===== src/rtl/oric_sdram_sched.sv =====
// Oric SDRAM port1 scheduler: arbitrates ROM download, ROM/Microdisk fetch and CPU RAM over one toggle req/ack port.
// Optional ORIC_SCHED_TMO_EN adds an ack timeout (TMO_CYC cycles) with sticky tmo_err_o.
module oric_sdram_sched #(
    parameter int   TMO_CYC  = 64,
    parameter logic RAM_BASE = 1'b1
) (
    input  logic        clk_i,
    input  logic        res_n_i,
    input  logic        dl_active_i,
    input  logic        dl_wr_i,
    input  logic [16:0] dl_addr_i,
    input  logic [7:0]  dl_data_i,
    input  logic        ram_cs_i,
    input  logic        ram_oe_i,
    input  logic        ram_we_i,
    input  logic [15:0] ram_addr_i,
    input  logic [7:0]  ram_din_i,
    input  logic        rom_cs_i,
    input  logic        rom_ext_cs_i,
    input  logic        rom_sel_i,
    input  logic [13:0] rom_addr_i,
    output logic [7:0]  rd_data_o,
    output logic        busy_o,
    output logic        dl_ovf_o,
    output logic        port_req_o,
    input  logic        port_ack_i,
    output logic [15:0] port_a_o,
    output logic [1:0]  port_ds_o,
    output logic        port_we_o,
    output logic [15:0] port_d_o,
    input  logic [15:0] port_q_i,
    output logic        tmo_err_o
);
    typedef enum logic [1:0] {S_IDLE, S_ISSUE, S_WAIT, S_DONE} state_t;
    state_t state_q, state_d;

    logic        ram_rd_prev_q, ram_wr_prev_q, rom_cs_prev_q, rom_ext_prev_q, dl_active_prev_q;
    logic [15:0] ram_addr_prev_q;
    logic [13:0] rom_addr_prev_q;

    logic        dl_pend_q, ram_pend_q, rom_pend_q, ram_we_s_q;
    logic [16:0] dl_addr_s_q, rom_addr_s_q;
    logic [15:0] ram_addr_s_q;
    logic [7:0]  dl_data_s_q, ram_din_s_q;

    logic [15:0] port_a_q, port_d_q;
    logic [1:0]  port_ds_q;
    logic        port_we_q, port_req_q, cur_rd_q, cur_lsb_q, dl_ovf_q;
    logic [7:0]  rd_data_q;

    logic        ram_rd, ram_wr, ram_ev, rom_ev, dl_flush;
    logic [16:0] rom_byte;
    logic        is_issue, gnt_dl, gnt_ramw, gnt_rom, gnt_ramr, gnt_ram, any_gnt, any_pend;
    logic [16:0] sel_addr;
    logic [7:0]  sel_data;
    logic        sel_we, ack_match, tmo_hit, tmo_abort;

    assign ram_rd   = ram_cs_i & ram_oe_i;
    assign ram_wr   = ram_cs_i & ram_we_i;
    assign ram_ev   = ~dl_active_i & ((ram_wr & ~ram_wr_prev_q) |
                      (ram_rd & (~ram_rd_prev_q | (ram_addr_i != ram_addr_prev_q))));
    assign rom_ev   = ~dl_active_i & ((rom_cs_i & ~rom_cs_prev_q) | (rom_ext_cs_i & ~rom_ext_prev_q) |
                      ((rom_cs_i | rom_ext_cs_i) & (rom_addr_i != rom_addr_prev_q)));
    assign rom_byte = rom_cs_i ? {2'b00, rom_sel_i, rom_addr_i} : {4'b0100, rom_addr_i[12:0]};
    assign dl_flush = dl_active_i & ~dl_active_prev_q;

    // Grant happens only in ISSUE; priority DL > RAM write > ROM > RAM read.
    assign is_issue = (state_q == S_ISSUE);
    assign gnt_dl   = is_issue & dl_pend_q;
    assign gnt_ramw = is_issue & ~dl_pend_q & ram_pend_q & ram_we_s_q;
    assign gnt_rom  = is_issue & ~dl_pend_q & ~(ram_pend_q & ram_we_s_q) & rom_pend_q;
    assign gnt_ramr = is_issue & ~dl_pend_q & ~rom_pend_q & ram_pend_q & ~ram_we_s_q;
    assign gnt_ram  = gnt_ramw | gnt_ramr;
    assign any_gnt  = gnt_dl | gnt_ram | gnt_rom;
    assign any_pend = dl_pend_q | ram_pend_q | rom_pend_q;
    assign ack_match = (port_ack_i == port_req_q);

    always_comb begin
        sel_addr = rom_addr_s_q;
        sel_data = 8'h00;
        sel_we   = 1'b0;
        if (gnt_dl) begin
            sel_addr = dl_addr_s_q;
            sel_data = dl_data_s_q;
            sel_we   = 1'b1;
        end else if (gnt_ram) begin
            sel_addr = {RAM_BASE, ram_addr_s_q};
            sel_data = ram_din_s_q;
            sel_we   = ram_we_s_q;
        end
    end

`ifdef ORIC_SCHED_TMO_EN
    localparam int TMO_W = $clog2(TMO_CYC + 1);
    logic [TMO_W-1:0] tmo_cnt_q;
    logic             tmo_err_q;
    assign tmo_hit   = (tmo_cnt_q == TMO_W'(TMO_CYC - 1));
    assign tmo_err_o = tmo_err_q;

    always_ff @(posedge clk_i or negedge res_n_i) begin
        if (!res_n_i) begin
            tmo_cnt_q <= '0;
            tmo_err_q <= 1'b0;
        end else begin
            if (state_q == S_WAIT) tmo_cnt_q <= tmo_cnt_q + 1'b1;
            else                   tmo_cnt_q <= '0;
            if (tmo_abort) tmo_err_q <= 1'b1;
        end
    end
`else
    logic tmo_cfg_unused;
    assign tmo_cfg_unused = (TMO_CYC != 0);
    assign tmo_hit   = 1'b0;
    assign tmo_err_o = 1'b0;
`endif
    assign tmo_abort = (state_q == S_WAIT) & ~ack_match & tmo_hit;

    always_comb begin
        state_d = state_q;
        case (state_q)
            S_IDLE:  if (any_pend) state_d = S_ISSUE;
            S_ISSUE: state_d = any_gnt ? S_WAIT : S_IDLE;
            S_WAIT:  if (ack_match) state_d = S_DONE;
                     else if (tmo_hit) state_d = S_IDLE;
            S_DONE:  state_d = S_IDLE;
            default: state_d = S_IDLE;
        endcase
    end

    always_ff @(posedge clk_i or negedge res_n_i) begin
        if (!res_n_i) state_q <= S_IDLE;
        else          state_q <= state_d;
    end

    always_ff @(posedge clk_i or negedge res_n_i) begin
        if (!res_n_i) begin
            ram_rd_prev_q <= 1'b0; ram_wr_prev_q <= 1'b0; ram_addr_prev_q <= '0;
            rom_cs_prev_q <= 1'b0; rom_ext_prev_q <= 1'b0; rom_addr_prev_q <= '0;
            dl_active_prev_q <= 1'b0;
            dl_pend_q <= 1'b0; dl_addr_s_q <= '0; dl_data_s_q <= '0; dl_ovf_q <= 1'b0;
            ram_pend_q <= 1'b0; ram_we_s_q <= 1'b0; ram_addr_s_q <= '0; ram_din_s_q <= '0;
            rom_pend_q <= 1'b0; rom_addr_s_q <= '0;
            port_a_q <= '0; port_d_q <= '0; port_ds_q <= '0; port_we_q <= 1'b0; port_req_q <= 1'b0;
            cur_rd_q <= 1'b0; cur_lsb_q <= 1'b0; rd_data_q <= '0;
        end else begin
            ram_rd_prev_q <= ram_rd; ram_wr_prev_q <= ram_wr; ram_addr_prev_q <= ram_addr_i;
            rom_cs_prev_q <= rom_cs_i; rom_ext_prev_q <= rom_ext_cs_i; rom_addr_prev_q <= rom_addr_i;
            dl_active_prev_q <= dl_active_i;

            // A grant in the same cycle frees the slot, so a coincident strobe refills it.
            if (dl_wr_i) begin
                if (dl_pend_q && !gnt_dl) begin
                    dl_ovf_q <= 1'b1;
                end else begin
                    dl_pend_q <= 1'b1; dl_addr_s_q <= dl_addr_i; dl_data_s_q <= dl_data_i;
                end
            end else if (gnt_dl) begin
                dl_pend_q <= 1'b0;
            end

            if (dl_flush)     ram_pend_q <= 1'b0;
            else if (ram_ev) begin
                ram_pend_q <= 1'b1; ram_we_s_q <= ram_wr & ~ram_wr_prev_q;
                ram_addr_s_q <= ram_addr_i; ram_din_s_q <= ram_din_i;
            end else if (gnt_ram) ram_pend_q <= 1'b0;

            if (dl_flush)     rom_pend_q <= 1'b0;
            else if (rom_ev) begin
                rom_pend_q <= 1'b1; rom_addr_s_q <= rom_byte;
            end else if (gnt_rom) rom_pend_q <= 1'b0;

            if (any_gnt) begin
                port_a_q   <= sel_addr[16:1];
                port_ds_q  <= sel_we ? (sel_addr[0] ? 2'b10 : 2'b01) : 2'b11;
                port_we_q  <= sel_we;
                port_d_q   <= {sel_data, sel_data};
                port_req_q <= ~port_req_q;
                cur_rd_q   <= ~sel_we;
                cur_lsb_q  <= sel_addr[0];
            end else if (tmo_abort) begin
                port_req_q <= port_ack_i;
            end

            if (state_q == S_DONE && cur_rd_q)
                rd_data_q <= cur_lsb_q ? port_q_i[15:8] : port_q_i[7:0];
        end
    end

    assign busy_o     = (state_q != S_IDLE) | any_pend;
    assign rd_data_o  = rd_data_q;
    assign dl_ovf_o   = dl_ovf_q;
    assign port_req_o = port_req_q;
    assign port_a_o   = port_a_q;
    assign port_ds_o  = port_ds_q;
    assign port_we_o  = port_we_q;
    assign port_d_o   = port_d_q;
endmodule


===== config.mk =====
export PLATFORM = sky130hd
export DESIGN_NAME = oric_sdram_sched
export DESIGN_NICKNAME = d
export VERILOG_FILES = /design/src/rtl/oric_sdram_sched.sv
export SDC_FILE = /design/constraint.sdc
export NUM_CORES = 1
export LEC_CHECK = 0
export ABC_AREA = 1
export BUFFER_PORTS_ARGS = -buffer_cell sky130_fd_sc_hd__clkbuf_2
export CELL_PAD_IN_SITES_DETAIL_PLACEMENT = 1
export CELL_PAD_IN_SITES_GLOBAL_PLACEMENT = 2
export CORE_AREA = 2 2 142 144
export CTS_CLUSTER_SIZE = 8
export DETAILED_ROUTE_END_ITERATION = 6
export DIE_AREA = 0 0 144 146
export PLACE_DENSITY_LB_ADDON = 0.1
export SYNTH_ARGS = -nofsm -noshare
export SYNTH_HDL_FRONTEND = slang
export SYNTH_SLANG_ARGS = --single-unit

===== constraint.sdc =====
create_clock -name clk_i -period 1.66 [get_ports clk_i]
set_input_delay 0.332 -clock clk_i [delete_from_list [all_inputs] [get_ports clk_i]]
set_output_delay 0.332 -clock clk_i [all_outputs]
set_load 0.01 [all_outputs]

### After elaboration in Yosys (flattened, before gate mapping)

Cells that the tools add are included.
W data, S select, Z words.

| storage, ports and cells | value |
|---|---|
| word-level logic and storage cells | 117 |
| output and inout port bits | 47 |
| bits of input ports | 90 |
| flip-flop bits (word level) | 154 |

| cells by class | value |
|---|---|
| bitwise logic cells | 45 |
| mux-type cells | 23 |
| reduce and logical (&&, ||, !) cells | 14 |
| eq/ne operators | 9 |

Operators with widths:

| cell | count |
|---|---|
| $mux W17 | 2 |
| $mux W8 | 3 |
| $and A1 B1 Y1 | 20 |
| $mux W16 | 1 |
| $ne A16 B16 Y1 | 1 |
| $ne A14 B14 Y1 | 1 |
| $not A1 Y1 | 14 |
| $reduce_and A2 Y1 | 6 |
| $mux W1 | 11 |
| $or A1 B1 Y1 | 11 |
| $mux W2 | 5 |
| $pmux W2 S4 | 1 |
| $ne A2 B2 Y1 const B | 3 |
| $reduce_bool A3 Y1 | 2 |
| $eq A2 B2 Y1 const B | 2 |
| $reduce_bool A2 Y1 | 2 |
| $eq A2 B1 Y1 const B | 1 |
| $logic_and A1 B1 Y1 | 2 |
| $logic_not A2 Y1 | 1 |
| $eq A1 B1 Y1 | 1 |
| $logic_not A1 Y1 | 1 |

### Logic depth before layout (Yosys ltp)

Gate-level depths: netlist of run 1.

| depth | value |
|---|---|
| depth in word-level cells | 10 |
| mapped depth | 13 |

### Worst setup path after synthesis of run 1

Ideal clock, no wire load.

| timing | value |
|---|---|
| path type | flip-flop to flip-flop |
| start point | register state_q[0] |
| end point | register dl_addr_s_q[10] |
| cell stages (with the launch flop) | 6 |
| clock period less this slack | 1.366 ns |
| arrival time | 1.242 ns |
| data required time | 1.535 ns |
| slack | 0.294 ns |
| path through | dfrtp_1 -> nand2_2 -> nand2_1 -> nand2_4 -> clkbuf_8 -> mux2_2 |

| between the ends | value |
|---|---|
| longest elaborated chain between the ends | 6 |

Ends and longest elaborated chain:

| what | line | RTL |
|---|---|---|
| from (decl) | 35 | `state_t state_q, state_d;` |
| from (signal assigned) | 132 | `else state_q <= state_d;` |
| $eq A2 B1 Y1 | 68 | `assign is_issue = (state_q == S_ISSUE);` |
| $and A1 B1 Y1 | 69 | `assign gnt_dl = is_issue & dl_pend_q;` |
| $logic_not A1 Y1 | 152 | `if (dl_pend_q && !gnt_dl) begin` |
| $logic_and A1 B1 Y1 | 152 |  |
| $not A1 Y1 (no line) | - |  |
| $reduce_and A2 Y1 (no line) | - |  |
| to (signal assigned) | 140 | `dl_pend_q <= 1'b0; dl_addr_s_q <= '0; dl_data_s_q <= '0; dl_ovf_q <= 1'b0;` |
| to (signal assigned) | 155 | `dl_pend_q <= 1'b1; dl_addr_s_q <= dl_addr_i; dl_data_s_q <= dl_data_i;` |
| to (decl) | 42 | `logic [16:0] dl_addr_s_q, rom_addr_s_q;` |

No other way between the ends.
A chain may end at the register's enable or synchronous reset.

==> results of run 1 <==
layout by cell type (no fill, tap or decap), types with 2 or more instances in the layout:
master	instances
clkbuf_2	133
or2_2	3
clkinv_4	4
nand3_4	3
clkinv_2	3
buf_6	6
nor3_1	2
clkbuf_16	18
clkinv_1	3
or2_0	2
inv_1	51
xor2_1	4
nand2_2	3
o21ai_1	8
dfrtp_1	145
buf_12	6
mux2_2	23
a22oi_1	8
bufinv_16	6
buf_4	11
a21oi_1	2
o41ai_1	8
a31oi_1	8
o21ai_0	22
nand3_1	57
nor2_1	53
nand2_1	238
nand2_8	5
where the power goes:
part	internal, W	switching [W]	total, W
clock network	0.00286	0.00154	0.00440
logic	0.00175	0.00233	0.00409
registers	0.00456	0.000632	0.00519
total	0.00918	0.00450	0.0137
cell families after synthesis:
logic type,after synthesis
AND/OR/NAND/NOR,370
flip-flops,145
buffers and inverters,92
AO/OA/AOI/OAI,61
multiplexers,24
XOR/XNOR,5
other,1
timing repair:
item | in CTS | in global routing
setup endpoints to repair | 1 | 81
gates cloned | 0 | 4
hold buffers | 1 | 0
buffers inserted | 3 | 0
gates resized for setup | 5 | 24
pin swaps | 2 | 4
hold endpoints to repair | 40 | 0
state kept, by name, summed over array words and instances (netlist names), 2 cells and up, named ones only:
name	count
rd_data_o	8
ram_addr_prev_q	16
port_a_o	16
ram_din_s_q	8
port_ds_o	2
rom_addr_s_q	16
dl_data_s_q	8
rom_addr_prev_q	14
ram_addr_s_q	16
port_d_o	8
dl_addr_s_q	17
layout make-up:
class	instances	area, µm²
multi-input combinational	463	2340
timing repair inverter	1	5.00
timing repair buffer	158	971
clock inverter	13	233
tap	265	332
sequential	145	3630
inverter	58	233
fill	2277	11100
clock buffer	19	443
metrics by stage:
step / cell area [µm²] / setup WS [ps] / TNS (ps) / std cells / total power [W]
after floorplan: 6350 / 294 / 0 / 698 / 0.00765
after CTS: 8030 / -112 / -112 / 1118 / 0.0136
after global routing: 8190 / -138 / -657 / 1122 / 0.0146
final: 8190 / -79.2 / -79.2 / 1122 / 0.0137
after detailed placement: 7310 / -52.4 / -728 / 1082 / 0.00907
after global placement: 7310 / -20.3 / -273 / 1082 / 0.00890
path summary, 6_finish.rpt:
check	start	endpoint	slack [ps]	cells after the start
max	register	busy_o	-80	5
min	rom_ext_cs_i	rom_ext_prev_q	30	1
max reg2reg	state_q[0]	cur_rd_q	50	9
min reg2reg	rom_addr_s_q[14]	rom_addr_s_q[14]	480	2
max in group asynchronous	res_n_i	ram_addr_prev_q[5]	670	3
min in group asynchronous	res_n_i	rd_data_o[1]	430	2
critical path: cells and delay by family (launching register included):
kind / cells / cell delay, ps
flip-flops: 1 / 380
buffers and inverters: 3 / 260
AND/OR/NAND/NOR: 2 / 340
per-layer routing:
| layer | vias up | track usage, % | part of all wire, % |
|---|---|---|---|
| li1 | 2516 | - | - |
| met1 | 2552 | 24.3 | 47 |
| met2 | 98 | 29.0 | 49 |
| met3 | 11 | 3.29 | 3.5 |
| met4 | 0 | 4.85 | 1.1 |
| met5 | - | 0 | 0 |
==> results.txt, run 1 <==
----------------------------------------------------
[Detailed routing]
  DRC errors left ... 0
  Count of TritonRoute iterations in the first routing pass ... 4
  Via Count ... 5177
  Avg Vias per Cell ... 4.61
  DRC violation total after the first TritonRoute iteration ... 215
  Routed Antenna Nets ... 0
  Routed WL per cell ... 16.2 µm
  Drt total wl ... approximately 18000 µm

[Logic synthesis]
  Most frequent cell after synthesis ... nand2_1
  Proportion of synthesized chip area in sequential cells ... 57.1%
  Cell count after synthesis ... 698
  Count of different cell masters after synthesis ... 39
  Post-synthesis net count ... about 790
  Async set or reset register ratio after synthesis ... 100%
  Fraction of synthesized cell area in xor and xnor cells ... 0.689%
  Most used flip-flop cell after synthesis ... dfrtp_1
  Dominant combinational cell family by area after synthesis ... simple AND/OR/NAND/NOR gates
  Top cells by area in the synthesized netlist ... dfrtp_1 (57%), nand2_1 (14%), nand3_1 (4.5%)
  Netlist Area Pre-Place ... 6350 µm²
  Total of warnings raised by yosys ... 0
  Fraction of synthesized cell area taken by the top area cell type ... 57.1%
  Avg Inst Size Synth ... 9.10 µm²
  Post-Synth Simple-Gate Area ... approximately 24%
  Number of enable-type register cells in the synthesized netlist ... 0
  Multiplexer area fraction after synthesis ... 4.31%
  Compound-Gate Fraction of Synth Area ... approximately 6.0%
  Area share of fa/ha/maj cells after synthesis ... 0%
  Number of synthesized register bits ... 145
  Leading area contributor after synthesis ... dfrtp_1
  Commonest cells post-synth ... nand2_1 (239), dfrtp_1 (145), nand3_1 (57), nor2_1 (54), inv_1 (52)

[Floorplanning]
  Number of rows in the core area ... 51
  Core outline area ... 19300 µm²
  I/O pins ... 137
  Initial cell density of the core ... approximately a third
  Vert. Die Dim ... 146 µm
  Die area ... 21000 µm²
  Die Width ... about 140 µm

[Setup path]
  Worst-path maximum fanout ... 3
  Cell Chain, Critical Path ... buf_6, nor3_2, and2_4, inv_4, buf_6
  Cell seen most often among critical-path stages ... buf_6
  Kind of end point of the critical path ... output pin
  Slowest cell on the critical path ... dfrtp_1
  Data arrival time of the worst path ... 1410 ps
  Worst Setup Path Type ... register to output pin
  Worst path required time ... 1330 ps
  Maximum single-stage delay on the critical path ... 380 ps
  Critical path launch point type ... register

[Layout]
  Area delta synth->final ... 28.9%
  NumNets Final ... 934
  Final Util ... 42.4%
  Share of layout cells above drive strength 1 ... 27.7%
  Antenna diode count ... 0

[Placed design]
  Post-detail-place hpwl ... 13200 µm
  Final weighted congestion in routability-driven placement ... 0.767
  Number of input and output port buffers inserted ... 135

[Timing]
  Total of endpoints with negative setup slack in the final report ... 1
  Peak clock frequency supported by timing ... 0.575 GHz
  Number of pins exceeding their max-slew limit in the final report ... 0
  Fraction of the cycle the final worst path needs ... 105%
  Final Hold Viols ... 0
  Worst-Margin Slew ... 502 ps
  Clock skew ... 9.10 ps
  Min Clock Period, post-route ... ~1700 ps
  RSZ-0062 raised after global routing ... yes
  Post-route setup slack ... -79.2 ps
  Worst slew margin relative to its limit ... 66.5%
  Tightest hold margin ... 33.6 ps

[Hold path]
  Path category of the worst min-delay check ... input port to register

[CTS]
  Clock Path Buffers ... 2
  CTS clock-pin slew for the worst setup and hold paths ... 60 ps
  Clock buffers created by TritonCTS ... 17
  Clock Root Buffer ... clkbuf_16
  Number of clock sinks ... 145
  CTS tree ... built
  Clock insertion delay at the later pin of the skew report ... between 400 and 500 ps
  Number of H-tree branching levels ... 4

[Global route]
  Maximum number of pins on one net before global-route repair ... 47
  Initial antenna violation count ... 0
  Sum of overflow across all layers after global routing ... 0
  Global-route wire length before repair ... 29200 µm
  Vias in the first global route ... around 5600
  GRT Overall Usage ... 17.8%

[Power and ir drop]
  Maximum vdd drop ... 0.743 mV
  P_leak ... about 4.3 nW
  Pwr Density ... 1670 nW/µm²

[Outcome]
  Result of the run ... finished, violations left
  Violated checks ... negative setup slack

[Job]
  Max cap viols ... 0

----------------------------------------------------
No activity file was read; power rests on OpenSTA's default activity.
==> inputs of run 2 (changes only) <==
--- a/config.mk
+++ b/config.mk
@@ -9,10 +9,10 @@
 export BUFFER_PORTS_ARGS = -buffer_cell sky130_fd_sc_hd__clkbuf_2
 export CELL_PAD_IN_SITES_DETAIL_PLACEMENT = 1
 export CELL_PAD_IN_SITES_GLOBAL_PLACEMENT = 2
-export CORE_AREA = 2 2 142 144
+export CORE_AREA = 2 2 159 130
 export CTS_CLUSTER_SIZE = 8
 export DETAILED_ROUTE_END_ITERATION = 6
-export DIE_AREA = 0 0 144 146
+export DIE_AREA = 0 0 161 132
 export PLACE_DENSITY_LB_ADDON = 0.1
 export SYNTH_ARGS = -nofsm -noshare
 export SYNTH_HDL_FRONTEND = slang
==> run 2 against run 1 <==
Against the previous run:
- the run still ends with negative setup slack left
- wire length increased by 2.7%
- non-clock buffer count up 6
- sequential power about the same
- largest cell class unchanged
==> results.txt, run 2 (same netlist as run 1, synthesis figures left out) <==
----------------------------------------------------
[Setup path]
  Worst path required time ... about 1300 ps
  Kind of end point of the critical path ... output pin
  Setup slack of the worst register-to-register path ... -40 ps
  Slowest cell on the critical path ... dfrtp_1
  Worst Setup Path Type ... register to output pin
  Cell seen most often among critical-path stages ... buf_6
  Kind of cell adding the most delay to the critical path ... flip-flops
  CP Buf/Inv Count ... 3
  Data arrival time of the worst path ... between 1000 and 1500 ps
  Critical path launch point type ... register
  Cell Chain, Critical Path ... buf_6, nor3_4, and2_4, inv_2, buf_6
  Worst-path maximum fanout ... 2
  Maximum single-stage delay on the critical path ... approximately 400 ps

[Timing]
  Fraction of the cycle the final worst path needs ... 108%
  RSZ-0062 raised after global routing ... yes
  Worst-Margin Slew ... around 500 ps
  Total negative slack for setup checks ... -273 ps
  Total of endpoints with negative setup slack in the final report ... 8
  Worst slew margin relative to its limit ... approximately 66%
  Peak clock frequency supported by timing ... around 0.56 GHz
  Min Clock Period, post-route ... 1790 ps
  Final Hold Viols ... 0
  Tightest hold margin ... 33.5 ps
  Post-route setup slack ... -132 ps
  Number of pins exceeding their max-slew limit in the final report ... 0
  Clock skew ... 11.0 ps

[Outcome]
  Violated checks ... negative setup slack
  Result of the run ... finished, violations left

[Global route]
  Maximum number of pins on one net before global-route repair ... 44
  Initial antenna violation count ... 0
  GRT Overall Usage ... 18.0%
  Vias in the first global route ... 5536
  Met1 Usage GRT ... 25.4%
  Met2 routing resource usage after global routing ... 27.9%
  Most heavily used metal layer in global routing ... met2
  GR met3 Demand/Resource ... 3.99%
  Sum of overflow across all layers after global routing ... 0
  Global-route wire length before repair ... 30000 µm

[CTS]
  Number of clock sinks ... 145
  Clock Path Buffers ... 2
  CTS clock-pin slew for the worst setup and hold paths ... 70 ps
  Clock buffers created by TritonCTS ... 17
  CTS tree ... built
  Number of H-tree branching levels ... 4
  Clock insertion delay at the later pin of the skew report ... 430 ps
  Clock Root Buffer ... clkbuf_16

[Layout]
  Area taken by flip-flops and latches ... 3630 µm²
  Antenna diode count ... 0
  Share of layout cells above drive strength 1 ... 31.2%
  Number of filler cells placed in the layout ... 2296
  Area taken by multi-input logic gates ... between 2000 and 2500 µm²
  Most common library cell in the layout ignoring fill and taps ... nand2_1
  Max FFs per register ... 17
  Area delta synth->final ... 31.2%
  Commonest cells after routing, fill and taps aside ... nand2_1 (229), dfrtp_1 (145), clkbuf_2 (133)
  NumNets Final ... roughly 940
  Register ranked first by flip-flop count ... dl_addr_s_q

[Hold path]
  Path category of the worst min-delay check ... input port to register

[Floorplanning]
  Core outline area ... 19600 µm²
  Die Width ... 161 µm
  I/O pins ... 137
  Vert. Die Dim ... 132 µm
  Initial cell density of the core ... 32.5%
  Die area ... 21300 µm²
  Number of rows in the core area ... between 40 and 50

[Detailed routing]
  Avg Vias per Cell ... 4.60
  DRC errors left ... 0
  Routed Antenna Nets ... 0
  Via Count ... between 5000 and 6000
  Count of TritonRoute iterations in the first routing pass ... 5
  Drt total wl ... between 15000 and 20000 µm
  DRC violation total after the first TritonRoute iteration ... 231
  Routed WL per cell ... between 15 and 20 µm

[Power and ir drop]
  Maximum vdd drop ... 0.634 mV
  P_leak ... around 4.3 nW
  Pwr Density ... 1610 nW/µm²

[Placed design]
  Number of input and output port buffers inserted ... roughly 140
  Post-detail-place hpwl ... 13300 µm
  Final weighted congestion in routability-driven placement ... 0.767

[Job]
  Max cap viols ... 0

----------------------------------------------------
[run 2: cell count changes in the layout (fill, tap and decap cells not counted), sizes merged]
| cell | delta |
|---|---|
| inv | +5 |
| clkinvlp | +2 |
| buf | +4 |
| clkinv | -3 |
| bufinv | -3 |
| clkbuf | +1 |
| nand2 | +3 |
[run 2: final cells by class]
class                           count  share of cell area (%)
Tap cell                          264                    3.96
Inverter                           58                    2.73
Sequential cell                   145                    43.5
Multi-Input combinational cell    466                    29.6
Timing Repair inverter              1                   0.105
Clock buffer                       18                    5.27
Clock inverter                     14                    2.15
Timing Repair Buffer              164                    12.6
[run 2: worst paths after layout]
check	end	depth (start not counted)	startpoint
hold reg to reg	rom_addr_s_q[2]	2	rom_addr_s_q[2]
setup reg to reg	port_a_o[1]	10	state_q[0]
setup / recovery	busy_o	5	state_q[0]
max in group asynchronous	ram_addr_s_q[6]	3	res_n_i
hold / removal	rom_ext_prev_q	1	rom_ext_cs_i
min in group asynchronous	rom_addr_prev_q[9]	2	res_n_i
[run 2: metrics by stage]
step | std cells | total power (W) | util, % | area (µm²) | setup slack, ps
after global routing | 1130 | 0.0143 | 42.6 | 8330 | -183
after CTS | 1116 | 0.0133 | 40.7 | 7960 | -133
final | 1130 | 0.0134 | 42.6 | 8330 | -132
after global placement | 1080 | 0.00895 | 37.2 | 7290 | -2.16
after floorplan | 698 | 0.00765 | - | 6350 | 294
after detailed placement | 1080 | 0.00913 | 37.2 | 7290 | -32.9
[run 2: repair_timing]
action                                  4_1_cts  5_1_grt
gates resized for setup                       6       58
hold endpoints to repair                     24        0
setup buffers                                 3        4
gates cloned                                  0       10
hold buffers                                  1        0
endpoints found under the setup margin        1       87
pin swaps                                     1       18
[run 2: metal layers]
| layer | routed length, µm | part of all wire, % |
|---|---|---|
| met3 | 850 | 4.5 |
| met5 | 0 | 0 |
| met2 | 8500 | 45 |
| met1 | 9190 | 49 |
| met4 | 182 | 0.97 |
[run 2: where the power goes]
group	internal (W)	switching [W]	leakage [nW]	total, W
Clock	0.00243	0.00162	0.294	0.00405
Combinational	0.00176	0.00241	2.32	0.00417
Sequential	0.00456	0.000643	1.73	0.00520
Total	0.00875	0.00467	4.34	0.0134
==> inputs of run 3 (changes only) <==
--- a/config.mk
+++ b/config.mk
@@ -9,10 +9,10 @@
 export BUFFER_PORTS_ARGS = -buffer_cell sky130_fd_sc_hd__clkbuf_2
 export CELL_PAD_IN_SITES_DETAIL_PLACEMENT = 1
 export CELL_PAD_IN_SITES_GLOBAL_PLACEMENT = 2
-export CORE_AREA = 2 2 159 130
+export CORE_AREA = 2 2 154 126
 export CTS_CLUSTER_SIZE = 8
 export DETAILED_ROUTE_END_ITERATION = 6
-export DIE_AREA = 0 0 161 132
+export DIE_AREA = 0 0 156 128
 export PLACE_DENSITY_LB_ADDON = 0.1
 export SYNTH_ARGS = -nofsm -noshare
 export SYNTH_HDL_FRONTEND = slang
==> constraint.sdc (replaced) <==
create_clock -name clk_i -period 2.2 [get_ports clk_i]
set_input_delay 0.44 -clock clk_i [delete_from_list [all_inputs] [get_ports clk_i]]
set_output_delay 0.44 -clock clk_i [all_outputs]
set_load 0.01 [all_outputs]
==> run 3 against run 2 <==
Against the previous run:
- the flow now finishes without violations
- sequential power fell by 24%
- register-to-register slack gained 480 ps
- core utilization is 0.87 points lower
- count of clock-buffer cells in the layout rose by 2
- wire length shrank 7.7%
- sequential cell count did not move
- sequential share of layout area rose by 3.4 points
- first-iteration DRC count decreased by 15%
- combinational power down 34%
- critical path depth shrank 1
- clock power down 34%
- final cell count shrank 4.7%
- largest cell class unchanged
- largest power group unchanged
- highest routed layer unchanged
==> results.txt, run 3 (same netlist as run 1, synthesis figures left out) <==
----------------------------------------------------
[Global route]
  Maximum number of pins on one net before global-route repair ... 47
  Met1 Usage GRT ... 26.3%
  Initial antenna violation count ... 0
  GRT Overall Usage ... 18.4%
  Most heavily used metal layer in global routing ... met2
  Met2 routing resource usage after global routing ... 28.3%
  Sum of overflow across all layers after global routing ... 0
  Vias in the first global route ... 5418
  GR met3 Demand/Resource ... 4.50%
  Global-route wire length before repair ... 28500 µm

[Setup path]
  Setup slack of the worst register-to-register path ... 440 ps
  Worst Reg-to-Reg Cells ... 8
  Worst Setup Path Type ... register to output pin
  Slowest cell on the critical path ... dfrtp_1
  Maximum single-stage delay on the critical path ... 450 ps
  Worst path required time ... around 1800 ps
  Critical path launch point type ... register
  Kind of end point of the critical path ... output pin
  Data arrival time of the worst path ... about 1400 ps
  Cell Chain, Critical Path ... nor3_1, and2_1, inv_1, clkbuf_2
  Worst-path maximum fanout ... 6

[Timing]
  Clock skew ... 10.5 ps
  Peak clock frequency supported by timing ... 0.543 GHz
  Worst-Margin Slew ... 504 ps
  Fraction of the cycle the final worst path needs ... 83.7%
  Min Clock Period, post-route ... 1840 ps
  Final Hold Viols ... 0
  RSZ-0062 raised after global routing ... no
  Total negative slack for setup checks ... 0 ps
  Worst slew margin relative to its limit ... 66.3%
  Total of endpoints with negative setup slack in the final report ... 0
  Number of pins exceeding their max-slew limit in the final report ... 0

[Layout]
  Share of layout cells above drive strength 1 ... roughly a quarter
  Final Util ... 41.7%
  Area delta synth->final ... 21.6%
  Max FFs per register ... 17
  Register ranked first by flip-flop count ... dl_addr_s_q
  Number of filler cells placed in the layout ... 2179
  Most common library cell in the layout ignoring fill and taps ... nand2_1
  NumNets Final ... 920
  Commonest cells after routing, fill and taps aside ... nand2_1 (239), dfrtp_1 (145), clkbuf_2 (134)
  Antenna diode count ... 0

[CTS]
  Number of clock sinks ... roughly 150
  Clock Root Buffer ... clkbuf_16
  Clock Path Buffers ... 2
  CTS clock-pin slew for the worst setup and hold paths ... 60 ps
  Setup bufs post-CTS ... 0
  Hold-fix buffers, CTS ... 1
  Clock insertion delay at the later pin of the skew report ... roughly 420 ps
  CTS tree ... built
  Number of H-tree branching levels ... 4
  Clock buffers created by TritonCTS ... 17
  CTS-repair resized insts ... 0

[Placed design]
  Post-detail-place hpwl ... 12700 µm
  Final weighted congestion in routability-driven placement ... 0.778
  Number of input and output port buffers inserted ... 135

[Floorplanning]
  Core outline area ... 18500 µm²
  Die area ... between 15000 and 20000 µm²
  I/O pins ... approximately 140
  Number of rows in the core area ... 45
  Initial cell density of the core ... 34.3%
  Die Width ... 156 µm
  Vert. Die Dim ... 128 µm

[Power and ir drop]
  Pwr Density ... 1210 nW/µm²
  Maximum vdd drop ... ~0.46 mV
  P_leak ... 4.10 nW

[Detailed routing]
  Avg Vias per Cell ... 4.73
  DRC violation total after the first TritonRoute iteration ... approximately 200
  Routed Antenna Nets ... 0
  Drt total wl ... 17300 µm
  Routed WL per cell ... 16.0 µm
  Via Count ... 5091
  Count of TritonRoute iterations in the first routing pass ... 6
  DRC errors left ... 0

[Job]
  Max cap viols ... 0

[Hold path]
  Path category of the worst min-delay check ... input port to register
  Hold path startpoint ... rom_ext_cs_i
  Min-Delay Path Depth ... 1
  End of the worst hold path ... rom_ext_prev_q

[Outcome]
  Result of the run ... finished, final reports clean

----------------------------------------------------
[run 3: cell types whose count changed in the layout (fill, tap and decap cells not counted), moves of 8 or more]
cell and delta:
nand2_1 +10, nand2_2 -9, o21ai_0 +8, nand3_1 +8
[run 3: report_power, final]
part           total [W]  switching (W)  internal [W]
registers        0.00394       0.000493       0.00344
logic            0.00274        0.00163       0.00111
clock network    0.00267        0.00111       0.00156
total            0.00935        0.00323       0.00612
[run 3: critical path: cells and delay by family, from the launching register on]
kind,cells,cell delay [ps]
flip-flops,1,450
buffers and inverters,2,180
AND/OR/NAND/NOR,2,360
[run 3: worst max path at each step]
stage                        start                to  slack, ps  cells past startpoint
floorplan            ram_addr_i[2]  ram_addr_s_q[10]        790                      8
global placement    ram_addr_i[13]   ram_addr_s_q[1]        360                     12
detailed placement  ram_addr_i[13]    ram_din_s_q[5]        320                     12
CTS                     state_q[0]            busy_o        330                      4
global route            state_q[0]            busy_o        230                      4
finish                  state_q[0]            busy_o        360                      4
[run 3: layer usage]
metal	vias to the layer above	share of wire [%]	routed length [µm]
met5	-	0	0
met4	0	0.56	96
met3	7	3.8	657
met2	106	45	7840
met1	2491	50	8690
li1	2487	-	-
[run 3: final cells by class]
class | instances | area (µm²) | share of cell area, %
flip-flops and latches | 145 | 3630 | 47.0
multi-input cells | 461 | 2250 | 29.1
clock buffers | 20 | 447 | 5.78
inverters | 58 | 219 | 2.83
well taps | 235 | 294 | 3.81
repair buffers | 147 | 800 | 10.3
clock inverters | 11 | 91.3 | 1.18
[run 3: per-stage QoR]
step	cell area [µm²]	setup WS, ps	total power, W	std cells	hold slack [ps]
global placement	7180	358	0.00662	1045	414
finish	7730	358	0.00935	1077	152
global route	7730	225	0.0101	1077	126
detailed placement	7180	324	0.00677	1045	414
floorplan	6350	788	0.00578	698	144
CTS	7730	329	0.00953	1077	123
